$ cat src/rtl/apb_timer_if.sv
// APB bus bundle between the Wishbone-to-APB bridge (master) and the timer (slave).
interface apb_timer_if #(
  parameter int ADDR_WIDTH = 32,
  parameter int DATA_WIDTH = 32
);
  logic [ADDR_WIDTH-1:0] PADDR;
  logic                  PSELx;
  logic                  PENABLE;
  logic                  PWRITE;
  logic [DATA_WIDTH-1:0] PWDATA;
  logic                  PREADY;
  logic [DATA_WIDTH-1:0] PRDATA;
  logic                  PSLVERR;

  modport master (
    output PADDR, PSELx, PENABLE, PWRITE, PWDATA,
    input  PREADY, PRDATA, PSLVERR
  );

  modport slave (
    input  PADDR, PSELx, PENABLE, PWRITE, PWDATA,
    output PREADY, PRDATA, PSLVERR
  );
endinterface

$ cat src/rtl/apb_timer.sv
// APB timer: prescaled 32-bit up-counter with compare match, auto-reload and level irq.
// Every transfer is answered with one wait state via a two-state bus FSM.
module apb_timer #(
  parameter int ADDR_WIDTH = 32,
  parameter int DATA_WIDTH = 32
) (
  input  logic     clk_i,
  input  logic     rst_i,
  apb_timer_if.slave apb,
  output logic     irq_o
);

  typedef enum logic {S_IDLE, S_RESP} state_t;

  state_t                state_q, state_d;
  logic                  en_q, en_d, ar_q, ar_d, ie_q, ie_d, match_q, match_d;
  logic [7:0]            ps_q, ps_d, pre_q, pre_d;
  logic [DATA_WIDTH-1:0] count_q, count_d, cmp_q, cmp_d;
  logic [DATA_WIDTH-1:0] read_mux, rdata_d;
  logic                  ready_d, slverr_d, access, dec_err, tick, hit;
  logic                  wr_ctrl, wr_count, wr_cmp, wr_status;
  logic [1:0]            reg_sel;

  assign reg_sel = apb.PADDR[3:2];
  assign dec_err = (apb.PADDR[1:0] != 2'b00) || (apb.PADDR[ADDR_WIDTH-1:4] != '0);

  always_comb begin
    read_mux = '0;
    case (reg_sel)
      2'd0: read_mux = {16'h0000, ps_q, 5'b00000, ie_q, ar_q, en_q};
      2'd1: read_mux = count_q;
      2'd2: read_mux = cmp_q;
      2'd3: read_mux = {{(DATA_WIDTH-1){1'b0}}, match_q};
      default: read_mux = '0;
    endcase
  end

  // NOTE: every signal written here gets a default first, so no latch can be inferred.
  always_comb begin
    state_d  = state_q;
    access   = 1'b0;
    ready_d  = 1'b0;
    slverr_d = 1'b0;
    rdata_d  = apb.PRDATA;
    case (state_q)
      S_IDLE: begin
        if (apb.PSELx && apb.PENABLE) begin
          access   = 1'b1;
          ready_d  = 1'b1;
          slverr_d = dec_err;
          rdata_d  = (!apb.PWRITE && !dec_err) ? read_mux : '0;
          state_d  = S_RESP;
        end
      end
      S_RESP:  state_d = S_IDLE;
      default: state_d = S_IDLE;
    endcase
  end

  assign wr_ctrl   = access && apb.PWRITE && !dec_err && (reg_sel == 2'd0);
  assign wr_count  = access && apb.PWRITE && !dec_err && (reg_sel == 2'd1);
  assign wr_cmp    = access && apb.PWRITE && !dec_err && (reg_sel == 2'd2);
  assign wr_status = access && apb.PWRITE && !dec_err && (reg_sel == 2'd3);

  assign tick = en_q && (pre_q == ps_q);
  assign hit  = (count_q == cmp_q);

  // Tick effects are applied first so that bus writes override them; the
  // match set is applied after the W1C so that a coinciding set wins.
  always_comb begin
    en_d    = en_q;
    ar_d    = ar_q;
    ie_d    = ie_q;
    ps_d    = ps_q;
    count_d = count_q;
    cmp_d   = cmp_q;
    match_d = match_q;
    pre_d   = (!en_q || tick) ? 8'd0 : pre_q + 8'd1;

    if (wr_status && apb.PWDATA[0]) match_d = 1'b0;

    if (tick) begin
      if (hit) begin
        match_d = 1'b1;
        if (ar_q) count_d = '0;
        else      en_d    = 1'b0;
      end else begin
        count_d = count_q + 1'b1;
      end
    end

    if (wr_ctrl) begin
      en_d  = apb.PWDATA[0];
      ar_d  = apb.PWDATA[1];
      ie_d  = apb.PWDATA[2];
      ps_d  = apb.PWDATA[15:8];
      pre_d = 8'd0;
    end
    if (wr_count) count_d = apb.PWDATA;
    if (wr_cmp)   cmp_d   = apb.PWDATA;
  end

  // NOTE: sequential state uses non-blocking assignments only; the reset is synchronous.
  always_ff @(posedge clk_i) begin
    if (rst_i) begin
      state_q     <= S_IDLE;
      apb.PREADY  <= 1'b0;
      apb.PRDATA  <= '0;
      apb.PSLVERR <= 1'b0;
      irq_o       <= 1'b0;
      en_q        <= 1'b0;
      ar_q        <= 1'b0;
      ie_q        <= 1'b0;
      ps_q        <= 8'd0;
      pre_q       <= 8'd0;
      count_q     <= '0;
      cmp_q       <= '1;
      match_q     <= 1'b0;
    end else begin
      state_q     <= state_d;
      apb.PREADY  <= ready_d;
      apb.PRDATA  <= rdata_d;
      apb.PSLVERR <= slverr_d;
      irq_o       <= match_d & ie_d;
      en_q        <= en_d;
      ar_q        <= ar_d;
      ie_q        <= ie_d;
      ps_q        <= ps_d;
      pre_q       <= pre_d;
      count_q     <= count_d;
      cmp_q       <= cmp_d;
      match_q     <= match_d;
    end
  end

endmodule

$ cat src/flat_wrapper.sv
// flat-port wrapper written by rule: the top's interface ports become plain ports
module apb_timer_flat 
#(
  parameter int ADDR_WIDTH = 32,
  parameter int DATA_WIDTH = 32
)
  (clk_i, rst_i, irq_o, apb_PADDR, apb_PSELx, apb_PENABLE, apb_PWRITE, apb_PWDATA, apb_PREADY, apb_PRDATA, apb_PSLVERR);
  apb_timer_if #(.ADDR_WIDTH(ADDR_WIDTH), .DATA_WIDTH(DATA_WIDTH)) apb_i ();
  input  logic clk_i;
  input  logic rst_i;
  output logic irq_o;
  input wire logic [$bits(apb_i.PADDR)-1:0] apb_PADDR;
  input wire logic [$bits(apb_i.PSELx)-1:0] apb_PSELx;
  input wire logic [$bits(apb_i.PENABLE)-1:0] apb_PENABLE;
  input wire logic [$bits(apb_i.PWRITE)-1:0] apb_PWRITE;
  input wire logic [$bits(apb_i.PWDATA)-1:0] apb_PWDATA;
  output wire logic [$bits(apb_i.PREADY)-1:0] apb_PREADY;
  output wire logic [$bits(apb_i.PRDATA)-1:0] apb_PRDATA;
  output wire logic [$bits(apb_i.PSLVERR)-1:0] apb_PSLVERR;
  assign apb_i.PADDR = apb_PADDR;
  assign apb_i.PSELx = apb_PSELx;
  assign apb_i.PENABLE = apb_PENABLE;
  assign apb_i.PWRITE = apb_PWRITE;
  assign apb_i.PWDATA = apb_PWDATA;
  assign apb_PREADY = apb_i.PREADY;
  assign apb_PRDATA = apb_i.PRDATA;
  assign apb_PSLVERR = apb_i.PSLVERR;
  apb_timer #(.ADDR_WIDTH(ADDR_WIDTH), .DATA_WIDTH(DATA_WIDTH)) u_core (.clk_i(clk_i), .rst_i(rst_i), .apb(apb_i), .irq_o(irq_o));
endmodule
$ cat config.mk
export PLATFORM = sky130hd
export DESIGN_NAME = apb_timer_flat
export DESIGN_NICKNAME = d
export VERILOG_FILES = /design/src/rtl/apb_timer_if.sv /design/src/rtl/apb_timer.sv /design/src/flat_wrapper.sv
export SDC_FILE = /design/constraint.sdc
export NUM_CORES = 1
export LEC_CHECK = 0
export CAP_MARGIN = 20
export CORE_MARGIN = 2
export CORE_UTILIZATION = 58
export CTS_CLUSTER_DIAMETER = 150
export CTS_CLUSTER_SIZE = 30
export DETAILED_ROUTE_END_ITERATION = 7
export GPL_TIMING_DRIVEN = 0
export PLACE_DENSITY_LB_ADDON = 0.08
export SLEW_MARGIN = 15
export SYNTH_ARGS = -nofsm -noshare
export SYNTH_HDL_FRONTEND = slang
export SYNTH_SLANG_ARGS = --single-unit
export TNS_END_PERCENT = 10
$ cat constraint.sdc
create_clock -name clk_i -period 5.15 [get_ports clk_i]
set_input_delay 0.515 -clock clk_i [delete_from_list [all_inputs] [get_ports clk_i]]
set_output_delay 0.515 -clock clk_i [all_outputs]
set_load 0.05 [all_outputs]
Yosys cells after proc, flatten, opt, wreduce, memory -nomap -nowiden
Cells that the tools add are included.
{"block": "classes", "add_sub_neg": 2, "eq_ne": 7, "muxes": 17, "bitwise": 3, "reduce_logical": 26}
{"cell": "2-to-1 mux 32 bit", "count": 5}
{"cell": "one-hot mux 32 bit (4 select lines)", "count": 1}
{"cell": "adder 32 x 1 -> 32 bit, second input constant", "count": 1}
{"cell": "== test 32 bit", "count": 1}
{"cell": "nonzero test 28 bit", "count": 1}
{"cell": "logical AND 1 bit", "count": 10}
{"cell": "2-to-1 mux 1 bit", "count": 10}
{"cell": "adder 8 x 1 -> 8 bit, second input constant", "count": 1}
{"cell": "== test 8 bit", "count": 1}
{"cell": "nonzero test 2 bit", "count": 4}
{"cell": "OR reduction 3 bit", "count": 2}
{"cell": "== test 2 bit, second input constant", "count": 2}
{"cell": "AND reduction 2 bit", "count": 2}
{"cell": "zero test 1 bit", "count": 3}
{"cell": "!= test 3 x 2 -> 1 bit, second input constant", "count": 1}
{"cell": "AND reduction 3 bit", "count": 1}
{"cell": "== test 2 x 1 -> 1 bit, second input constant", "count": 1}
{"cell": "zero test 2 bit", "count": 1}
{"cell": "logical OR 1 bit", "count": 2}
{"cell": "!= test 2 bit, second input constant", "count": 1}
{"cell": "NOT 1 bit", "count": 2}
{"cell": "one-hot mux 1 bit (2 select lines)", "count": 1}
{"cell": "bitwise AND 1 bit", "count": 1}
{"block": "word_totals", "ff_bits": 120, "out_inout_bits": 35, "wordCells": 68}

Logic depth before layout (Yosys ltp)
Gate-level depths: netlist (run 1).
{"block": "logic_depth", "depth_word": 11, "ltp_mapped": 10, "ltp_nobuf": 7}

Least setup slack after synthesis (run 1)
Ideal clock, no wire load.
{"block": "synth_path", "path_kind": "register to register", "from": "register u_core.count_q[0]", "to": "register u_core.count_q[22]", "setup_time_ps": 59, "arrival_ps": 2336, "required_ps": 5091, "path_slack_ps": 2754, "path_stages_with_launch": 9, "path_buffers": 1, "synth_period_minus_slack_ps": 2396, "cell_sequence": "dfxtp_1 -> ha_1 -> nand3_1 -> or4_1 -> clkbuf_1 -> or2_1 -> or3_1 -> o31a_1 -> nand2_1"}
{"block": "synth_via", "elab_chain_len": 4, "word_cells_on_any_way": 7}
{"element": "start: declaration", "line": "apb_timer.sv:18", "source": "logic [DATA_WIDTH-1:0] count_q, count_d, cmp_q, cmp_d;"}
{"element": "start signal: assignment", "line": "apb_timer.sv:130", "source": "count_q <= count_d;"}
{"element": "adder 32 x 1 -> 32 bit / == test 32 bit (equally long branches)", "line": "apb_timer.sv:88, apb_timer.sv:66"}
{"element": "2-to-1 mux 32 bit", "line": "apb_timer.sv:83", "source": "if (hit) begin"}
{"element": "2-to-1 mux 32 bit", "line": "apb_timer.sv:82", "source": "if (tick) begin"}
{"element": "2-to-1 mux 32 bit", "line": "apb_timer.sv:99", "source": "if (wr_count) count_d = apb.PWDATA;"}
Parallel ways exist; a longest one is shown, timed or not. The select of a mux whose other input is x is not followed.
A chain may end at the register's enable or synchronous reset.

Worst setup path after layout (run 1)
{"block": "layout_path", "from": "register u_core.count_q[14]", "to": "register u_core.count_q[28]"}
The elaborated chain is that of the path after synthesis.

==> PnR_summary.wiki, run 1 <==
{| class="wikitable"
! Metric !! Value
|-
| Run status || complete, no violations
|-
| Antenna fix cells || 0
|-
| Critical Path Sink Type || flop
|-
| Data arrival time of the worst path || 3.82 ns
|-
| Pin count of the biggest net entering global routing || 17
|-
| First-pass detailed-route iteration total || 6
|-
| Cell area after synthesis || 0.00636 mm^2
|-
| Cells taking the most area after synthesis || dfxtp_1 37%, nand2_1 7.0%, xnor2_1 4.8%, nor2_1 4.4%, nand3b_1 4.2%
|-
| Non-Filler Cell Area, Final || 0.00813 mm^2
|-
| Count of buffers inserted at the top-level ports || 101
|-
| Post-synthesis register bit count || 119
|-
| Static leakage || 2.98 nW
|-
| Number of top-level pins || between 100 and 150
|-
| Tcrit/Tclk final || 66.0%
|-
| H-Tree Level Count || 4
|-
| Wire length of the first global-routing pass || 33.8 mm
|-
| Die height || 109 um
|-
| Via count of the first global-routing pass || around 6500
|-
| Area share of the leading cell type in the synthesized netlist || 37.4%
|-
| Final #Nets || a little under 1000
|-
| Cell type with the largest total area after synthesis || dfxtp_1
|-
| Xor/xnor share of the synthesized area || 6.75%
|-
| Type of the tightest min-delay check || in2reg
|-
| Num CTS Buffers || 17
|-
| Worst reg2reg endpoint || u_core.count_q[28]
|-
| Mean cell area of the mapped netlist || 8.09 um^2
|-
| Critical R2R Launch || u_core.count_q[14]
|-
| Number of violations reported at the end of detailed-routing iteration 0 || 944
|-
| Worst Max-Slew Pin Slew || 0.966 ns
|-
| Worst-path maximum fanout || 10
|-
| Accumulated negative setup slack || 0 ns
|-
| Skew-Pair Late Insertion Delay || 0.55 ns
|-
| Overall die area || 0.0118 mm^2
|-
| Reg2reg path depth || 9
|-
| Minimum period implied by the final worst setup slack || between 3 and 4 ns
|-
| Compound-Gate Fraction of Synth Area || 18.2%
|-
| Commonest cells in the netlist || 119 x dfxtp_1, 119 x nand2_1, 75 x nor2_1
|-
| Total core area || 0.0108 mm^2
|-
| Via Count || 6746
|-
| Worst Path Class, Setup || reg2reg
|-
| Sequential share of the synthesized area || 37.4%
|-
| Total of warnings raised by yosys || 0
|-
| GRT Util Overall || about two fifths
|-
| Total placed instance area || around 0.0075 mm^2
|-
| Post-Synthesis Net Count || between 800 and 900
|-
| Worst reg2reg setup slack || 1.75 ns
|-
| Synthesis-to-layout area growth || 27.7%
|-
| RSZ-0062 raised after global routing || false
|-
| Row count || 38
|-
| Sum of net half-perimeters after detailed placement || between 15 and 20 mm
|-
| Horizontal die dimension || 109 um
|-
| Antenna violations before repair || 0
|-
| Worst slew slack as a fraction of its limit || roughly a third
|-
| Syn Inst Count || 786
|-
| Synthesized-area fraction occupied by adder cells || less than 1%
|-
| Cell variety after synth || 54
|-
| Grt total ovfl || 0
|-
| Proportion of layout cells with a drive suffix above 1 || about 5.8%
|-
| Number of max-cap violations || 0
|-
| Deepest clock path buffer count || 2
|-
| Final hold viol count || 0
|-
| Number of hold-repair buffers added at the cts stage || 0
|-
| Initial core utilization || 58.9%
|-
| WP data required || 5.57 ns
|-
| Weighted congestion at the end of routability-driven global placement || between 0.9 and 1
|-
| IR Drop Worst-Case VDD || between 0.3 and 0.4 mV
|-
| Clock tree root driver cell || clkbuf_8
|-
| Routed via count divided by cell count || ~6.4
|-
| Post-CTS sizing || 0
|-
| Fill cell total of the finished layout || 845
|-
| Post-route ant nets || 0
|-
| Total setup buffers inserted after CTS || 0
|-
| Fmax achieved || about 290 MHz
|-
| Number of clock sinks || between 100 and 150
|-
| Clock tree from TritonCTS || done
|-
| EDFF count, synth || 0
|-
| Multiplexer fraction of the synthesized cell area || 4.44%
|-
| Share of synthesized cell area in and, or, nand and nor gates || between 20% and 30%
|-
| Clk pin slew, worst setup/hold paths || roughly 0.060 ns
|-
| Main combinational cell family by area after synthesis || simple AND/OR/NAND/NOR gates
|-
| DR DRC count || 0
|-
| Element type at the critical path start || flop
|-
| Total wirelength of the detailed-routed design || 22.4 mm
|-
| Number of setup violations in the final report || 0
|-
| Worst hold path startpoint || apb_PWRITE
|-
| Worst Skew || 0.00620 ns
|-
| Slew Viols, Final || 0
|-
| Power density normalized to cell area || 283 mW/mm^2
|-
| Worst Hold End || u_core.count_q[16]
|-
| Most used flip-flop cell after synthesis || dfxtp_1
|-
| FFs w/ async S/R, synth || 0%
|-
| Drt wl/cell || 21.1 um
|-
| Number of stages on the worst hold path || 3
|}
-- kinds of logic after synthesis --
family          count (synthesis)
simple gates                  346
compound gates                154
flops                         119
buf+inv                        89
xor+xnor                       49
mux                            27
fa+ha+maj                       2
-- layout make-up --
cell class	count	area (um^2)	area share, %
inverters	12	45.0	0.554
well taps	140	175	2.16
flip-flops and latches	119	2380	29.3
repair buffers	101	1010	12.4
clock inverters	12	154	1.89
plain buffers	77	310	3.82
multi-input cells	578	3620	44.6
clock buffers	20	425	5.23
-- cell usage in the layout (no fill, tap or decap), types with 19 or more instances in the layout --
cell	Yosys	final
nor2_1	75	75
xnor2_1	35	35
mux2i_1	26	26
nand3b_1	36	36
clkbuf_1	60	63
a22oi_1	35	35
nand4_1	20	20
nand3_1	19	19
clkdlybuf4s50_1	0	101
a22o_1	22	22
dfxtp_1	119	119
nand2_1	119	119
-- routing by layer --
metal  GRT usage, %  vias to the layer above  share of wire [%]
met5              0                        -                  0
met4           16.7                        0                2.8
met3           10.2                       70                 12
met2           61.9                      466                 46
met1           48.4                     3141                 39
li1               -                     3069                  -
-- metrics by stage --
stage	instances	hold WS, ns	setup WS (ns)	utilization [%]	power [mW]
2_1_floorplan	786	0.451	2.75	-	1.04
3_3_place_gp	1027	0.477	1.56	69.9	1.14
3_5_place_dp	1027	0.493	1.45	69.9	1.14
4_1_cts	1059	0.415	1.92	75.3	2.30
5_1_grt	1059	0.483	1.60	75.3	2.35
6_report	1059	0.442	1.75	75.3	2.30
-- worst max-delay path, cell delays in order, from the launching register on --
cell and delay [ns]:
dfxtp_1 0.32, clkbuf_1 0.44, xnor2_1 0.22, nand4_1 0.13, nor4_2 0.80, buf_2 0.37, nand2_1 0.26, clkbuf_1 0.34
a41oi_1 0.27, o21ai_0 0.13
-- where the power goes --
| part | switching [mW] | internal [mW] |
|---|---|---|
| registers | 0.00218 | 0.929 |
| clock network | 0.437 | 0.735 |
| logic | 0.106 | 0.0907 |
| total | 0.545 | 1.75 |
-- flip-flops by register name, indices dropped and copies added (netlist names) --
name	cells
u_core.en_q	1
u_core.apb.PSLVERR	1
u_core.match_q	1
u_core.ps_q	8
u_core.ie_q	1
u_core.cmp_q	32
u_core.irq_o	1
u_core.count_q	32
u_core.pre_q	8
u_core.ar_q	1
u_core.state_q	1
u_core.apb.PRDATA	32
-- how the worst max path moves through the flow --
stage,slack (ns),startpoint,endpoint
finish,1.75,u_core.count_q[14],u_core.count_q[28]
global route,1.60,u_core.count_q[14],u_core.count_q[28]
CTS,1.92,u_core.count_q[14],u_core.count_q[7]
detailed placement,1.45,apb_PADDR[26],u_core.count_q[5]
global placement,1.56,apb_PADDR[2],u_core.count_q[8]
floorplan,2.75,u_core.count_q[0],u_core.count_q[22]
No activity file was read; power rests on OpenSTA's default activity.
==> run 2, diff against run 1 <==
- CORE_UTILIZATION: 58 -> 54
- clock period: 5.15 -> 3.47 ns (I/O delays scaled with it)
==> run 2 against run 1 <==
  * Critical path type unchanged
  * Routed wire length grew 0.82%
  * Worst setup slack lost 1.6 ns
  * Flip-flop and latch count is the same
==> PnR_summary.wiki, run 2 (same netlist as run 1, synthesis figures left out) <==
{| class="wikitable"
! Metric !! Value
|-
| Run status || complete, no violations
|-
| Worst Hold End || u_core.count_q[16]
|-
| Num CTS Buffers || 17
|-
| Number of top-level pins || 104
|-
| Family with the most delay on the worst path || simple AND/OR/NAND/NOR gates
|-
| Highest-count cells in the layout ignoring fill and taps || 119 x nand2_1, 119 x dfxtp_1, 101 x clkdlybuf4s50_1, 75 x nor2_1, 61 x clkbuf_1
|-
| Critical R2R Launch || u_core.count_q[19]
|-
| Number of clock sinks || 119
|-
| Data arrival time of the worst path || ~3.7 ns
|-
| Worst Max-Slew Pin Slew || slightly above 0.8 ns
|-
| Skew-Pair Late Insertion Delay || about 0.43 ns
|-
| Top Registers || u_core.apb.PRDATA (32), u_core.cmp_q (32), u_core.count_q (32)
|-
| Static leakage || 3.02 nW
|-
| Worst slew slack as a fraction of its limit || 44.5%
|-
| Pin count of the biggest net entering global routing || 17
|-
| Initial core utilization || 55.5%
|-
| Antenna violations before repair || 0
|-
| Drt wl/cell || 21.3 um
|-
| Fin Hold WS || about 0.47 ns
|-
| Number of stages on the worst hold path || 3
|-
| Post-route ant nets || 0
|-
| Clk pin slew, worst setup/hold paths || 0.06 ns
|-
| Power density normalized to cell area || 438 mW/mm^2
|-
| H-Tree Level Count || 4
|-
| Number of cells after detailed placement || just over 1000
|-
| Element type at the critical path start || flop
|-
| Worst reg2reg endpoint || u_core.count_q[14]
|-
| Reg2reg path depth || 9
|-
| Internal Pwr Total || 2.74 mW
|-
| Bufs and invs on worst path || 3
|-
| Switching power summed over all nets || approximately 850 uW
|-
| Routed via count divided by cell count || 6.33
|-
| Clock tree from TritonCTS || done
|-
| GRT Util Overall || 35.5%
|-
| Minimum period implied by the final worst setup slack || 3.36 ns
|-
| Worst reg2reg setup slack || about 0.11 ns
|-
| Grt total ovfl || 0
|-
| Via count of the first global-routing pass || 6475
|-
| Number of setup violations in the final report || 0
|-
| Deepest clock path buffer count || 2
|-
| Power share of the clock group || 53.5%
|-
| Horizontal die dimension || 113 um
|-
| Clock tree root driver cell || clkbuf_16
|-
| Final #Nets || around 980
|-
| Util after Layout || between 70% and 80%
|-
| Total core area || 0.0115 mm^2
|-
| Overall die area || 0.0127 mm^2
|-
| RSZ-0062 raised after global routing || false
|-
| Worst Skew || 0.00858 ns
|-
| Sequential group share of total power || 38.4%
|-
| Weighted congestion at the end of routability-driven global placement || slightly below 1
|-
| Count of buffers inserted at the top-level ports || 101
|-
| Comb pwr share || ~8.1%
|-
| Non-Filler Cell Area, Final || ~0.0082 mm^2
|-
| Worst-path maximum fanout || 10
|-
| Slowest-stage cell, CP || nor4_2
|-
| Tcrit/Tclk final || 96.8%
|-
| Via Count || 6722
|-
| Accumulated negative setup slack || 0 ns
|-
| Layout Cells excl Fill || roughly 1100
|-
| WP data required || 3.77 ns
|-
| Row count || 39
|-
| Series of cell instances along the critical path || clkbuf_1 > xnor2_1 > nand4_1 > nor4_2 > buf_2 > nand2_1 > clkbuf_1 > a21oi_1 > a211oi_1
|-
| Total wirelength of the detailed-routed design || 22.6 mm
|-
| Final hold viol count || 0
|-
| First-pass detailed-route iteration total || 5
|-
| Type of the tightest min-delay check || in2reg
|-
| Total placed instance area || 0.00755 mm^2
|-
| IR Drop Worst-Case VDD || ~0.47 mV
|-
| DR DRC count || 0
|-
| Synthesis-to-layout area growth || 28.8%
|-
| Proportion of layout cells with a drive suffix above 1 || 6.09%
|-
| Worst hold path startpoint || apb_PWRITE
|-
| Antenna fix cells || 0
|-
| Net switching fraction of the power || 23.7%
|-
| Slew Viols, Final || 0
|-
| Delay contributed by the slowest stage of the critical path || 0.79 ns
|-
| Fmax achieved || 298 MHz
|-
| Sum of net half-perimeters after detailed placement || 17.2 mm
|-
| Wire length of the first global-routing pass || 34.8 mm
|-
| Number of hold-repair buffers added at the cts stage || 0
|-
| Worst Path Class, Setup || reg2reg
|-
| Die height || 113 um
|-
| Cell mode on critical path || clkbuf_1
|-
| Number of violations reported at the end of detailed-routing iteration 0 || 635
|-
| Number of max-cap violations || 0
|-
| Critical Path Sink Type || flop
|}
## run 2: worst max-delay path by stage
| stage | from | to | cells past startpoint | slack, ns |
|---|---|---|---|---|
| after floorplan | u_core.count_q[0] | u_core.count_q[22] | 8 | 1.07 |
| after detailed placement | apb_PADDR[25] | u_core.count_q[8] | 9 | 0.03 |
| final | u_core.count_q[19] | u_core.count_q[14] | 9 | 0.11 |
| after global placement | apb_PADDR[16] | u_core.count_q[8] | 9 | 0.10 |
| after global routing | u_core.count_q[19] | u_core.count_q[7] | 9 | 0.07 |
| after CTS | u_core.count_q[19] | u_core.count_q[7] | 9 | 0.29 |
## run 2: repair_timing
| item | 4_1_cts | 5_1_grt |
|---|---|---|
| resized for setup | 0 | 1 |
| setup buffers | 0 | 0 |
| setup endpoints to repair | 0 | 3 |
## run 2: cell type report
cell class	instances	area (um^2)
inverters	12	45.0
fillers	954	3270
well taps	143	179
plain buffers	77	310
clock buffers	19	443
repair buffers	101	1010
multi-input cells	578	3630
flip-flops and latches	119	2380
clock inverters	13	195
## run 2: through the flow
stage / total power, mW / setup WS (ns)
finish: 3.59 / 0.111
global route: 3.66 / 0.0659
CTS: 3.58 / 0.287
detailed placement: 1.69 / 0.0259
global placement: 1.69 / 0.101
floorplan: 1.55 / 1.07
## run 2: worst reg2reg max path: stages, from the launching register on
cell      delay (ns)
dfxtp_1         0.30
clkbuf_1        0.35
xnor2_1         0.22
nand4_1         0.22
nor4_2          0.79
buf_2           0.36
nand2_1         0.28
clkbuf_1        0.34
a21oi_1         0.26
a211oi_1        0.11
## run 2: power groups by stage
| stage | logic, mW | clock network (mW) | registers (mW) |
|---|---|---|---|
| 5_1_grt | 0.307 | 1.98 | 1.38 |
| 3_3_place_gp | 0.278 | 0 | 1.41 |
| 2_1_floorplan | 0.136 | 0 | 1.41 |
| 3_5_place_dp | 0.281 | 0 | 1.41 |
| 4_1_cts | 0.282 | 1.91 | 1.38 |
| 6_report | 0.291 | 1.92 | 1.38 |
## run 2: metal layers
layer	part of all wire, %	global-route usage, %
met1	42	47.0
met2	44	55.2
met3	10	8.91
met4	3.7	15.4
met5	0	0
